### src/rtl/inst_fetch_pkg.sv
// ---------------------------------------------------------------------------
// inst_fetch_pkg
// Definitions shared by the instruction fetch unit and the instruction
// decoder:
//   - 4-bit opcode map of the 8-bit instruction word (INST[7:4]); the low
//     nibble carries an immediate or an index address.
//   - State encoding of the fetch unit controller.
//   - A small helper that classifies controller states.
// ---------------------------------------------------------------------------
package inst_fetch_pkg;

    // Opcode map (INST[7:4])
    localparam logic [3:0] OP_HALT = 4'b0000;
    localparam logic [3:0] OP_LDI  = 4'b0001;
    localparam logic [3:0] OP_LDX  = 4'b0010;
    localparam logic [3:0] OP_STX  = 4'b0011;
    localparam logic [3:0] OP_ADD  = 4'b0100;
    localparam logic [3:0] OP_ADDI = 4'b0101;
    localparam logic [3:0] OP_SUB  = 4'b0110;
    localparam logic [3:0] OP_SUBI = 4'b0111;
    localparam logic [3:0] OP_NOT  = 4'b1000;
    localparam logic [3:0] OP_NOTI = 4'b1001;
    localparam logic [3:0] OP_OR   = 4'b1010;
    localparam logic [3:0] OP_ORI  = 4'b1011;
    localparam logic [3:0] OP_AND  = 4'b1100;
    localparam logic [3:0] OP_ANDI = 4'b1101;
    localparam logic [3:0] OP_XOR  = 4'b1110;
    localparam logic [3:0] OP_XORI = 4'b1111;

    // Fetch controller states
    localparam logic [1:0] ST_IDLE  = 2'd0;
    localparam logic [1:0] ST_FETCH = 2'd1;
    localparam logic [1:0] ST_DRAIN = 2'd2;
    localparam logic [1:0] ST_HALT  = 2'd3;

    // The unit reports BUSY while it is fetching or draining its buffer.
    function automatic logic is_busy_state(input logic [1:0] st);
        return (st == ST_FETCH) || (st == ST_DRAIN);
    endfunction

endpackage

### src/rtl/inst_fifo.sv
// ---------------------------------------------------------------------------
// inst_fifo
// DEPTH x DATA_W synchronous FIFO used as the instruction prefetch buffer.
// The head word is held in its own register so data_o is a flop output and
// reads 0 after reset. Push and pop on the same edge are supported, also on
// a full FIFO (the popped slot is reused).
//
// Ports:
//   clk_i    in   clock, rising edge
//   rst_i    in   asynchronous reset, active-high (empties the FIFO)
//   push_i   in   write data_i this edge (ignored when full without a pop)
//   pop_i    in   remove the head word this edge (ignored when empty)
//   data_i   in   word to write
//   data_o   out  head word (registered)
//   count_o  out  number of stored words
//   full_o   out  count_o == DEPTH (registered)
//   empty_o  out  count_o == 0 (registered)
// ---------------------------------------------------------------------------
module inst_fifo #(
    parameter int DEPTH  = 2,
    parameter int DATA_W = 8
) (
    input  logic                         clk_i,
    input  logic                         rst_i,
    input  logic                         push_i,
    input  logic                         pop_i,
    input  logic [DATA_W-1:0]            data_i,
    output logic [DATA_W-1:0]            data_o,
    output logic [$clog2(DEPTH+1)-1:0]   count_o,
    output logic                         full_o,
    output logic                         empty_o
);

    localparam int PTR_W = $clog2(DEPTH);
    localparam int CNT_W = $clog2(DEPTH+1);

    logic [DATA_W-1:0] mem_q [DEPTH];
    logic [PTR_W-1:0]  wr_ptr_q, wr_ptr_d;
    logic [PTR_W-1:0]  rd_ptr_q, rd_ptr_d;
    logic [CNT_W-1:0]  count_q, count_d;
    logic [CNT_W-1:0]  kept;
    logic [DATA_W-1:0] head_q, head_d;
    logic              full_q, empty_q;
    logic              push_ok, pop_ok;

    assign pop_ok  = pop_i && !empty_q;
    assign push_ok = push_i && (!full_q || pop_ok);

    // Words already stored that survive this edge's pop.
    assign kept = count_q - CNT_W'(pop_ok);

    always_comb begin
        wr_ptr_d = wr_ptr_q;
        rd_ptr_d = rd_ptr_q;
        count_d  = kept + CNT_W'(push_ok);
        head_d   = head_q;
        if (push_ok) wr_ptr_d = wr_ptr_q + 1'b1;
        if (pop_ok)  rd_ptr_d = rd_ptr_q + 1'b1;
        // Next head: an older stored word if one remains, otherwise the
        // word being written right now bypasses the array.
        if (kept != '0) begin
            head_d = mem_q[rd_ptr_d];
        end else if (push_ok) begin
            head_d = data_i;
        end
    end

    // Storage array: data only, no reset.
    always_ff @(posedge clk_i) begin
        if (push_ok) mem_q[wr_ptr_q] <= data_i;
    end

    always_ff @(posedge clk_i or posedge rst_i) begin
        if (rst_i) begin
            wr_ptr_q <= '0;
            rd_ptr_q <= '0;
            count_q  <= '0;
            head_q   <= '0;
            full_q   <= 1'b0;
            empty_q  <= 1'b1;
        end else begin
            wr_ptr_q <= wr_ptr_d;
            rd_ptr_q <= rd_ptr_d;
            count_q  <= count_d;
            head_q   <= head_d;
            full_q   <= (count_d == CNT_W'(DEPTH));
            empty_q  <= (count_d == '0);
        end
    end

    assign data_o  = head_q;
    assign count_o = count_q;
    assign full_o  = full_q;
    assign empty_o = empty_q;

endmodule

### src/rtl/inst_fetch.sv
// ---------------------------------------------------------------------------
// inst_fetch
// Instruction fetch unit. Holds the program counter, reads instruction words
// from program memory over a req/ack handshake (at most one outstanding
// request), buffers them in a DEPTH-entry prefetch FIFO and issues them to the
// decoder under valid/ready. A word whose opcode equals HALT_OP stops fetching
// and is not issued; HALTED rises once the buffer has drained.
//
// Ports:
//   CLK         in   clock, rising edge
//   RST         in   asynchronous reset, active-high
//   START       in   one-cycle pulse, start fetching at address 0
//   MEM_REQ     out  memory read request
//   MEM_ADDR    out  read address (= PC), stable while MEM_REQ=1
//   MEM_ACK     in   memory accepts request, MEM_DATA valid same cycle
//   MEM_DATA    in   instruction word from memory
//   INST        out  instruction to decoder ([7:4] opcode, [3:0] imm/index)
//   INST_VALID  out  INST holds a valid word
//   INST_READY  in   decoder consumes INST this cycle
//   PC          out  address of the next word to fetch
//   BUSY        out  controller in FETCH or DRAIN
//   HALTED      out  HALT reached and buffer empty
// ---------------------------------------------------------------------------
module inst_fetch
    import inst_fetch_pkg::*;
#(
    parameter int         ADDR_W  = 8,
    parameter int         DEPTH   = 2,
    parameter logic [3:0] HALT_OP = OP_HALT
) (
    input  logic              CLK,
    input  logic              RST,
    input  logic              START,
    output logic              MEM_REQ,
    output logic [ADDR_W-1:0] MEM_ADDR,
    input  logic              MEM_ACK,
    input  logic [7:0]        MEM_DATA,
    output logic [7:0]        INST,
    output logic              INST_VALID,
    input  logic              INST_READY,
    output logic [ADDR_W-1:0] PC,
    output logic              BUSY,
    output logic              HALTED
);

    localparam int CNT_W = $clog2(DEPTH+1);

    logic [1:0]        state_q, state_d;
    logic [ADDR_W-1:0] pc_q, pc_d;
    logic              mem_req_q, mem_req_d;
    logic              inst_valid_q, inst_valid_d;
    logic              busy_q, busy_d;
    logic              halted_q, halted_d;

    logic              xfer;
    logic              halt_word;
    logic              push;
    logic              pop;
    logic [CNT_W-1:0]  fifo_count;
    logic [CNT_W-1:0]  cnt_next;
    logic              free_next;
    logic              fifo_full;
    logic              fifo_empty;

    // Memory handshake completes on an edge with MEM_REQ and MEM_ACK high;
    // an ACK without a pending request is ignored.
    assign xfer      = mem_req_q && MEM_ACK;
    assign halt_word = (MEM_DATA[7:4] == HALT_OP);
    assign pop       = inst_valid_q && INST_READY && !fifo_empty;
    assign push      = xfer && !halt_word && (!fifo_full || pop);

    // Buffer occupancy after this edge decides whether we may keep
    // requesting and whether draining has finished.
    assign cnt_next  = fifo_count + CNT_W'(push) - CNT_W'(pop);
    assign free_next = (cnt_next < CNT_W'(DEPTH));

    inst_fifo #(
        .DEPTH  (DEPTH),
        .DATA_W (8)
    ) u_fifo (
        .clk_i   (CLK),
        .rst_i   (RST),
        .push_i  (push),
        .pop_i   (pop),
        .data_i  (MEM_DATA),
        .data_o  (INST),
        .count_o (fifo_count),
        .full_o  (fifo_full),
        .empty_o (fifo_empty)
    );

    always_comb begin
        state_d   = state_q;
        pc_d      = pc_q;
        mem_req_d = 1'b0;
        halted_d  = halted_q;
        case (state_q)
            ST_IDLE: begin
                if (START) begin
                    pc_d      = '0;
                    mem_req_d = free_next;
                    state_d   = ST_FETCH;
                end
            end
            ST_FETCH: begin
                mem_req_d = free_next;
                if (xfer) begin
                    pc_d = pc_q + 1'b1;
                    if (halt_word) begin
                        mem_req_d = 1'b0;
                        if (cnt_next == '0) begin
                            state_d  = ST_HALT;
                            halted_d = 1'b1;
                        end else begin
                            state_d  = ST_DRAIN;
                        end
                    end
                end
            end
            ST_DRAIN: begin
                if (cnt_next == '0) begin
                    state_d  = ST_HALT;
                    halted_d = 1'b1;
                end
            end
            ST_HALT: begin
                if (START) begin
                    pc_d      = '0;
                    halted_d  = 1'b0;
                    mem_req_d = free_next;
                    state_d   = ST_FETCH;
                end
            end
            default: begin
                state_d  = ST_IDLE;
                halted_d = 1'b0;
            end
        endcase
        busy_d       = is_busy_state(state_d);
        inst_valid_d = (cnt_next != '0);
    end

    always_ff @(posedge CLK or posedge RST) begin
        if (RST) begin
            state_q      <= ST_IDLE;
            pc_q         <= '0;
            mem_req_q    <= 1'b0;
            inst_valid_q <= 1'b0;
            busy_q       <= 1'b0;
            halted_q     <= 1'b0;
        end else begin
            state_q      <= state_d;
            pc_q         <= pc_d;
            mem_req_q    <= mem_req_d;
            inst_valid_q <= inst_valid_d;
            busy_q       <= busy_d;
            halted_q     <= halted_d;
        end
    end

    assign MEM_REQ    = mem_req_q;
    assign MEM_ADDR   = pc_q;
    assign PC         = pc_q;
    assign INST_VALID = inst_valid_q;
    assign BUSY       = busy_q;
    assign HALTED     = halted_q;

endmodule
### config.mk
export PLATFORM = sky130hd
export DESIGN_NAME = inst_fetch
export DESIGN_NICKNAME = d
export VERILOG_FILES = /design/src/rtl/inst_fetch_pkg.sv /design/src/rtl/inst_fifo.sv /design/src/rtl/inst_fetch.sv
export SDC_FILE = /design/constraint.sdc
export NUM_CORES = 1
export LEC_CHECK = 0
export ABC_AREA = 1
export ABC_CLOCK_PERIOD_IN_PS = 2400
export BUFFER_PORTS_ARGS = -buffer_cell sky130_fd_sc_hd__buf_4
export CAP_MARGIN = 0
export CELL_PAD_IN_SITES_DETAIL_PLACEMENT = 0
export CELL_PAD_IN_SITES_GLOBAL_PLACEMENT = 1
export CORE_MARGIN = 1.5
export CORE_UTILIZATION = 30
export DETAILED_ROUTE_END_ITERATION = 16
export PLACE_DENSITY = 0.56
export SETUP_SLACK_MARGIN = 0.02
export SYNTH_ARGS = -nofsm -noshare
export SYNTH_HDL_FRONTEND = slang
export SYNTH_HIERARCHICAL = 1
export SYNTH_SLANG_ARGS = --single-unit
### constraint.sdc
create_clock -name CLK -period 2.4 [get_ports CLK]
set_clock_uncertainty 0.2 [all_clocks]
set_input_delay 0.24 -clock CLK [delete_from_list [all_inputs] [get_ports CLK]]
set_output_delay 0.24 -clock CLK [all_outputs]
set_load 0.01 [all_outputs]
==> run summary, run 1 <==
row count -> 31
Post-Syn Area -> 2260 sq um
RSZ-0062 raised after global routing -> yes
Netlist cell types -> 38
Max VDD drop -> 0.427 mV
Die Wd -> 89.8 um
Worst slew margin -> 61.3%
Slew Limit Fails -> 0
fmax -> 442 MHz
top-count cell post-synth -> nand2_1
H-tree depth -> 2
Synth area leader -> dfrtp_1
YS warnings -> 6
ANT nets after route -> 0
DP Area -> 2650 sq um
total iterations of the first detailed-routing run -> 4
Layout Nets -> 318
initial antenna violation count -> 0
Avg Inst Size Synth -> 9.20 sq um
most frequent cells after synthesis -> nand2_1 (52), nand3_1 (34), inv_1 (30)
drt via density -> 4.45
finished layout cell area -> 2890 sq um
Overflow after GRT -> 0
register area share after synthesis -> 52.3%
final core utilization -> 39.6%
vias in the first global route -> 1698
worst min path class -> input pin to register
die height -> 89.8 um
Async SR Flop Fraction -> 63.6%
TritonCTS Sinks -> 44
routability cong. -> 0.705
Initial DRC Count -> 70
Area Growth Syn to Fin -> 27.7%
maxcap violations -> 0
area of the die -> 8070 sq um
Starting Density -> 31.0%
IO Count -> 41
post-DP HPWL -> 3690 um
Setup TNS Final -> 0 ns
final hold viol count -> 0
Worst Tran Pin Value -> 0.580 ns
drt total wl -> 5140 um
CP Data Arrival Time -> 2.26 ns
PwrDens -> 1230 nW/um^2
critical path type -> input pin to register
status -> finished clean
Seq cells post-synth -> 44
nature of the critical path startpoint -> input pin
Pleak -> 1.39 nW
final worst path period need -> 2.26 ns
GRT Total Usage -> 13.5%
input/output buffers -> 40
vias -> 1771
DRC -> 0
top cell type's share of synthesized area -> 29.9%
Post-synth EDFFs -> 16
wire per inst -> 12.9 um
CP max FO -> 4
worst skew pair latency -> 0.30 ns
CTS tree -> built
layout cells sized above 1 -> 28.4%
n_diodes -> 0
CORE AREA -> 7290 sq um
CTS root buf -> clkbuf_8
Area contributors post-synth -> dfrtp_1 (30%), edfxtp_1 (21%), nand2_1 (8.6%)
Tcrit/Tclk final -> 94.3%
Worst EP required -> 2.40 ns
cells after synthesis -> 246
Final setup violation count -> 0
# fillers -> 751
total CTS buffers -> 5
largest net degree at the start of global routing -> 15
global-route wire length before repair -> 8550 um
kind of end point of the critical path -> register
clock slew at reported path FFs -> 0.09 ns
Main synth FF type -> dfrtp_1
largest buffer count on any clock path -> 2
syn_nets -> 266
kinds of logic (layout without fill, tap and decap cells):
group,Yosys count,in the layout,synth area share (%)
buffers and inverters,45,98,8.85
and+or+nand+nor,123,123,27.3
adders and majority gates,7,7,3.87
DFF,44,44,52.3
AOI/OAI and AO/OA,24,24,6.53
xor gates and xnor gates,3,3,1.16
what timing repair did:
item,CTS,global route
buffers inserted,0,1
hold endpoints to repair,43,0
resized for setup,0,7
hold buffers,9,0
endpoints found under the setup margin,0,4
metrics by stage:
stage | total power, mW | hold slack [ns] | setup WS (ns) | instances
5_1_grt | 3.87 | 0.0742 | 0.0210 | 398
3_5_place_dp | 2.97 | 0.158 | 0.260 | 380
3_3_place_gp | 2.97 | 0.160 | 0.244 | 380
6_report | 3.57 | 0.0753 | 0.136 | 398
4_1_cts | 3.56 | 0.0620 | 0.0726 | 397
2_1_floorplan | 2.40 | -0.0715 | 0.348 | 246
report_power, final:
part           internal [mW]  switching (mW)  total [mW]  leakage, nW
Combinational          0.742            1.07        1.82        0.849
Sequential              1.02           0.163        1.18        0.487
Clock                  0.309           0.260       0.569       0.0552
Total                   2.07            1.50        3.57         1.39
sequential cells by signal, indices dropped and copies added (netlist names):
register,count
BUSY,1
HALTED,1
INST_VALID,1
MEM_ADDR,8
MEM_REQ,1
state_q,2
u_fifo/count_o,2
u_fifo/data_o,8
u_fifo/empty_o,1
u_fifo/full_o,1
u_fifo/mem_q,16
u_fifo/rd_ptr_q,1
u_fifo/wr_ptr_q,1
path summary, 6_finish.rpt:
path                                           endpoint  slack, ns  cells past startpoint                          from
setup / recovery                u_fifo/full_o$_DFF_PP0_       0.14                     11                   MEM_DATA[5]
hold / removal                        MEM_REQ$_DFF_PP0_       0.08                      3                         START
setup reg to reg                         BUSY$_DFF_PP0_       0.29                     13      u_fifo/empty_o$_DFF_PP1_
hold reg to reg            u_fifo/data_o[0]$_DFFE_PP0P_       0.28                      2  u_fifo/data_o[0]$_DFFE_PP0P_
max in group asynchronous       MEM_ADDR[3]$_DFFE_PP0P_       1.25                      3                           RST
min in group asynchronous     u_fifo/rd_ptr_q$_DFF_PP0_       0.36                      3                           RST
cell type report:
class / count / area (sq um) / share of cell area (%)
clock inverter: 2 / 35.0 / 1.21
sequential: 44 / 1180 / 40.9
multi-input combinational: 157 / 912 / 31.6
inverter: 36 / 135 / 4.68
tap: 99 / 124 / 4.29
clock buffer: 6 / 72.6 / 2.51
timing repair buffer: 54 / 428 / 14.8
metal layers:
layer | track usage, % | part of all wire, %
met1 | 17.3 | 45
met2 | 22.8 | 48
met3 | 2.96 | 4.8
met4 | 3.97 | 1.2
met5 | 0 | 0
critical path: stages:
cell	delay, ns
dlygate4sd3_1	0.54
buf_4	0.16
nor2_1	0.12
nand2_2	0.08
and3_1	0.19
nand2_1	0.09
inv_1	0.09
ha_1	0.24
xnor2_2	0.15
xor2_2	0.17
and2b_2	0.20
cell usage in the layout, fill, tap and decap left out, types with 3 or more instances in the layout:
cell type,count
nand2_1,51
buf_4,45
nand3_1,33
inv_1,30
dfrtp_1,27
edfxtp_1,16
nor2_1,11
o21ai_0,10
dlygate4sd3_1,9
ha_1,6
inv_2,5
nor2_4,5
nand2_2,5
clkbuf_8,5
o21ai_1,4
nor3_1,3
nor2_2,3
Power figures use the tool's default switching activity.
==> run 2: changes to the inputs <==
--- a/config.mk
+++ b/config.mk
@@ -5,13 +5,12 @@
 export SDC_FILE = /design/constraint.sdc
 export NUM_CORES = 1
 export LEC_CHECK = 0
-export ABC_AREA = 1
-export ABC_CLOCK_PERIOD_IN_PS = 2400
+export ABC_AREA = 0
+export ABC_CLOCK_PERIOD_IN_PS = 1950
 export BUFFER_PORTS_ARGS = -buffer_cell sky130_fd_sc_hd__buf_4
 export CAP_MARGIN = 0
 export CELL_PAD_IN_SITES_DETAIL_PLACEMENT = 0
 export CELL_PAD_IN_SITES_GLOBAL_PLACEMENT = 1
-export CORE_MARGIN = 1.5
 export CORE_UTILIZATION = 30
 export DETAILED_ROUTE_END_ITERATION = 16
 export PLACE_DENSITY = 0.56
==> constraint.sdc (replaced) <==
create_clock -name CLK -period 1.95 [get_ports CLK]
set_clock_uncertainty 0.2 [all_clocks]
set_input_delay 0.195 -clock CLK [delete_from_list [all_inputs] [get_ports CLK]]
set_output_delay 0.195 -clock CLK [all_outputs]
set_load 0.01 [all_outputs]
==> run 2 against run 1 <==
  * Cell count shrank 10%
  * The flow now finishes with violations (setup timing)
  * Clock-buffer cell count shrank 1
  * Critical path type is now register to register
  * Core utilization grew 7.6 points
==> run summary, run 2 <==
status -> finished, violations left
failing checks -> setup timing
Die Wd -> 85.8 um
Tcrit/Tclk final -> 113%
final core utilization -> 47.3%
row count -> 30
Final WS setup -> -0.250 ns
Netlist cell types -> 39
Seq cells post-synth -> 44
CP cell instances -> nor2_4 -> ha_4 -> inv_2 -> ha_2 -> xor3_2 -> nor2_4 -> o22ai_2 -> a22oi_2 -> xor2_1
vias -> 1644
CTS root buf -> clkbuf_8
slowest stage delay, CP -> 0.56 ns
Worst EP required -> 1.97 ns
Area Growth Syn to Fin -> 52.6%
commonest non-fill, non-tap cell in the layout -> buf_4
nature of the critical path startpoint -> register
n_diodes -> 0
kind of end point of the critical path -> register
commonest cells after routing, fill and taps aside -> buf_4 (72), dfrtp_1 (27), nor2_1 (18), edfxtp_1 (16)
total CTS buffers -> 5
wire per inst -> 13.6 um
flop2flop setup slack -> -0.25 ns
vias in the first global route -> 1627
Initial DRC Count -> 46
CP Data Arrival Time -> 2.22 ns
Layout Nets -> 280
layout cells sized above 1 -> 49.0%
Buf+Inv Stages, Crit Path -> 1
routability cong. -> 0.816
worst skew pair latency -> 0.30 ns
Starting Density -> 31.0%
most frequent cells after synthesis -> dfrtp_1 (27), nor2_1 (19), edfxtp_1 (16)
register area share after synthesis -> 56.2%
Max VDD drop -> 0.758 mV
Synth area leader -> dfrtp_1
Slew Limit Fails -> 0
Worst Tran Pin Value -> 0.602 ns
Hold Slack -> 0.0181 ns
Setup TNS Final -> -2.66 ns
top-count cell post-synth -> dfrtp_1
CP max FO -> 3
Final setup violation count -> 30
Worst slew margin -> 59.8%
Post-synth EDFFs -> 16
Largest Register -> u_fifo/mem_q
clock slew at reported path FFs -> 0.08 ns
Pleak -> 1.42 nW
drt via density -> 4.61
drt total wl -> 4870 um
Area contributors post-synth -> dfrtp_1 (32%), edfxtp_1 (23%), mux2i_1 (4.3%)
TritonCTS Sinks -> 44
Async SR Flop Fraction -> 63.6%
initial antenna violation count -> 0
H-tree depth -> 2
total iterations of the first detailed-routing run -> 4
die height -> 85.8 um
critical path type -> register to register
CTS tree -> built
area of the die -> 7350 sq um
Main synth FF type -> dfrtp_1
CORE AREA -> 6790 sq um
RSZ-0062 raised after global routing -> yes
worst min path class -> input pin to register
Overflow after GRT -> 0
Avg Inst Size Synth -> 12.0 sq um
largest buffer count on any clock path -> 2
top cell type's share of synthesized area -> 32.1%
PwrDens -> 1590 nW/um^2
YS warnings -> 6
global-route wire length before repair -> 7820 um
max reg flops -> 16
Post-Syn Area -> 2100 sq um
CP delay by family, top -> flip-flops
post-DP HPWL -> 3400 um
most frequent CP cell -> nor2_4
CP max-delay cell -> dfstp_2
maxcap violations -> 0
input/output buffers -> 40
fmax -> 455 MHz
final hold viol count -> 0
GRT Total Usage -> 14.0%
ANT nets after route -> 0
cells after synthesis -> 175
IO Count -> 41
largest net degree at the start of global routing -> 17
final worst path period need -> 2.20 ns
DRC -> 0
syn_nets -> 195
==> run 2: cell count changes after synthesis, moves of 8 or more <==
cell / before / now
nand2_1: 52 / 7
nand3_1: 34 / 3
inv_1: 30 / 9
a211oi_1: 1 / 10
mux2i_1: 0 / 9
o21ai_0: 10 / 2
==> run 2: layer usage <==
metal	wire (um)	GRT usage, %	share of wire (%)
met5	0	0	0
met1	2040	16.7	42
met4	72	4.09	1.5
met3	193	3.46	4.0
met2	2570	24.9	53
==> run 2: cell families (layout without fill, tap and decap cells) <==
kind of cell	Yosys count	count (layout)	synth area share, %
flops	44	44	56.2
buf+inv	20	106	5.47
fa+ha+maj	7	7	4.16
mux	10	10	4.82
simple gates	57	57	13.7
xor+xnor	12	12	6.60
compound gates	25	25	9.10
==> run 2: where the power goes <==
group	internal [mW]	switching, mW	total, mW
registers	1.26	0.221	1.48
clock network	0.254	0.326	0.580
logic	1.66	1.40	3.06
==> run 2: final timing paths <==
check	to	cells after the start	startpoint
worst min register to register	HALTED$_DFFE_PP0P_	1	HALTED$_DFFE_PP0P_
worst min-delay path	u_fifo/mem_q[0][6]$_DFFE_PP_	2	MEM_DATA[6]
min in group asynchronous	MEM_ADDR[3]$_DFFE_PP0P_	3	RST
worst max register to register	BUSY$_DFF_PP0_	9	u_fifo/empty_o$_DFF_PP1_
max in group asynchronous	u_fifo/count_o[1]$_DFF_PP0_	3	RST
worst max-delay path	BUSY$_DFF_PP0_	9	u_fifo/empty_o$_DFF_PP1_
==> run 2: final cells by class <==
class / instances / area, sq um
clock inverters: 3 / 23.8
multi-input cells: 111 / 1030
inverters: 9 / 33.8
flip-flops and latches: 44 / 1180
well taps: 96 / 120
fillers: 626 / 3580
clock buffers: 5 / 68.8
repair buffers: 89 / 756
==> run 2: metrics by stage <==
stage / instance area, sq um / power [mW] / worst slack (ns) / cells
3_3_place_gp: 2740 / 3.87 / -0.216 / 330
5_1_grt: 3210 / 5.45 / -0.338 / 357
4_1_cts: 3120 / 4.87 / -0.257 / 353
3_5_place_dp: 2740 / 3.93 / -0.316 / 330
2_1_floorplan: 2140 / 2.88 / -0.145 / 175
6_report: 3210 / 5.12 / -0.250 / 357
==> run 2: timing repair <==
| action | in CTS | in global routing |
|---|---|---|
| setup buffers | 6 | 4 |
| hold endpoints to repair | 42 | 0 |
| endpoints found under the setup margin | 34 | 37 |
| gates resized for setup | 28 | 15 |
| pin swaps | 14 | 10 |
| hold buffers | 9 | 0 |
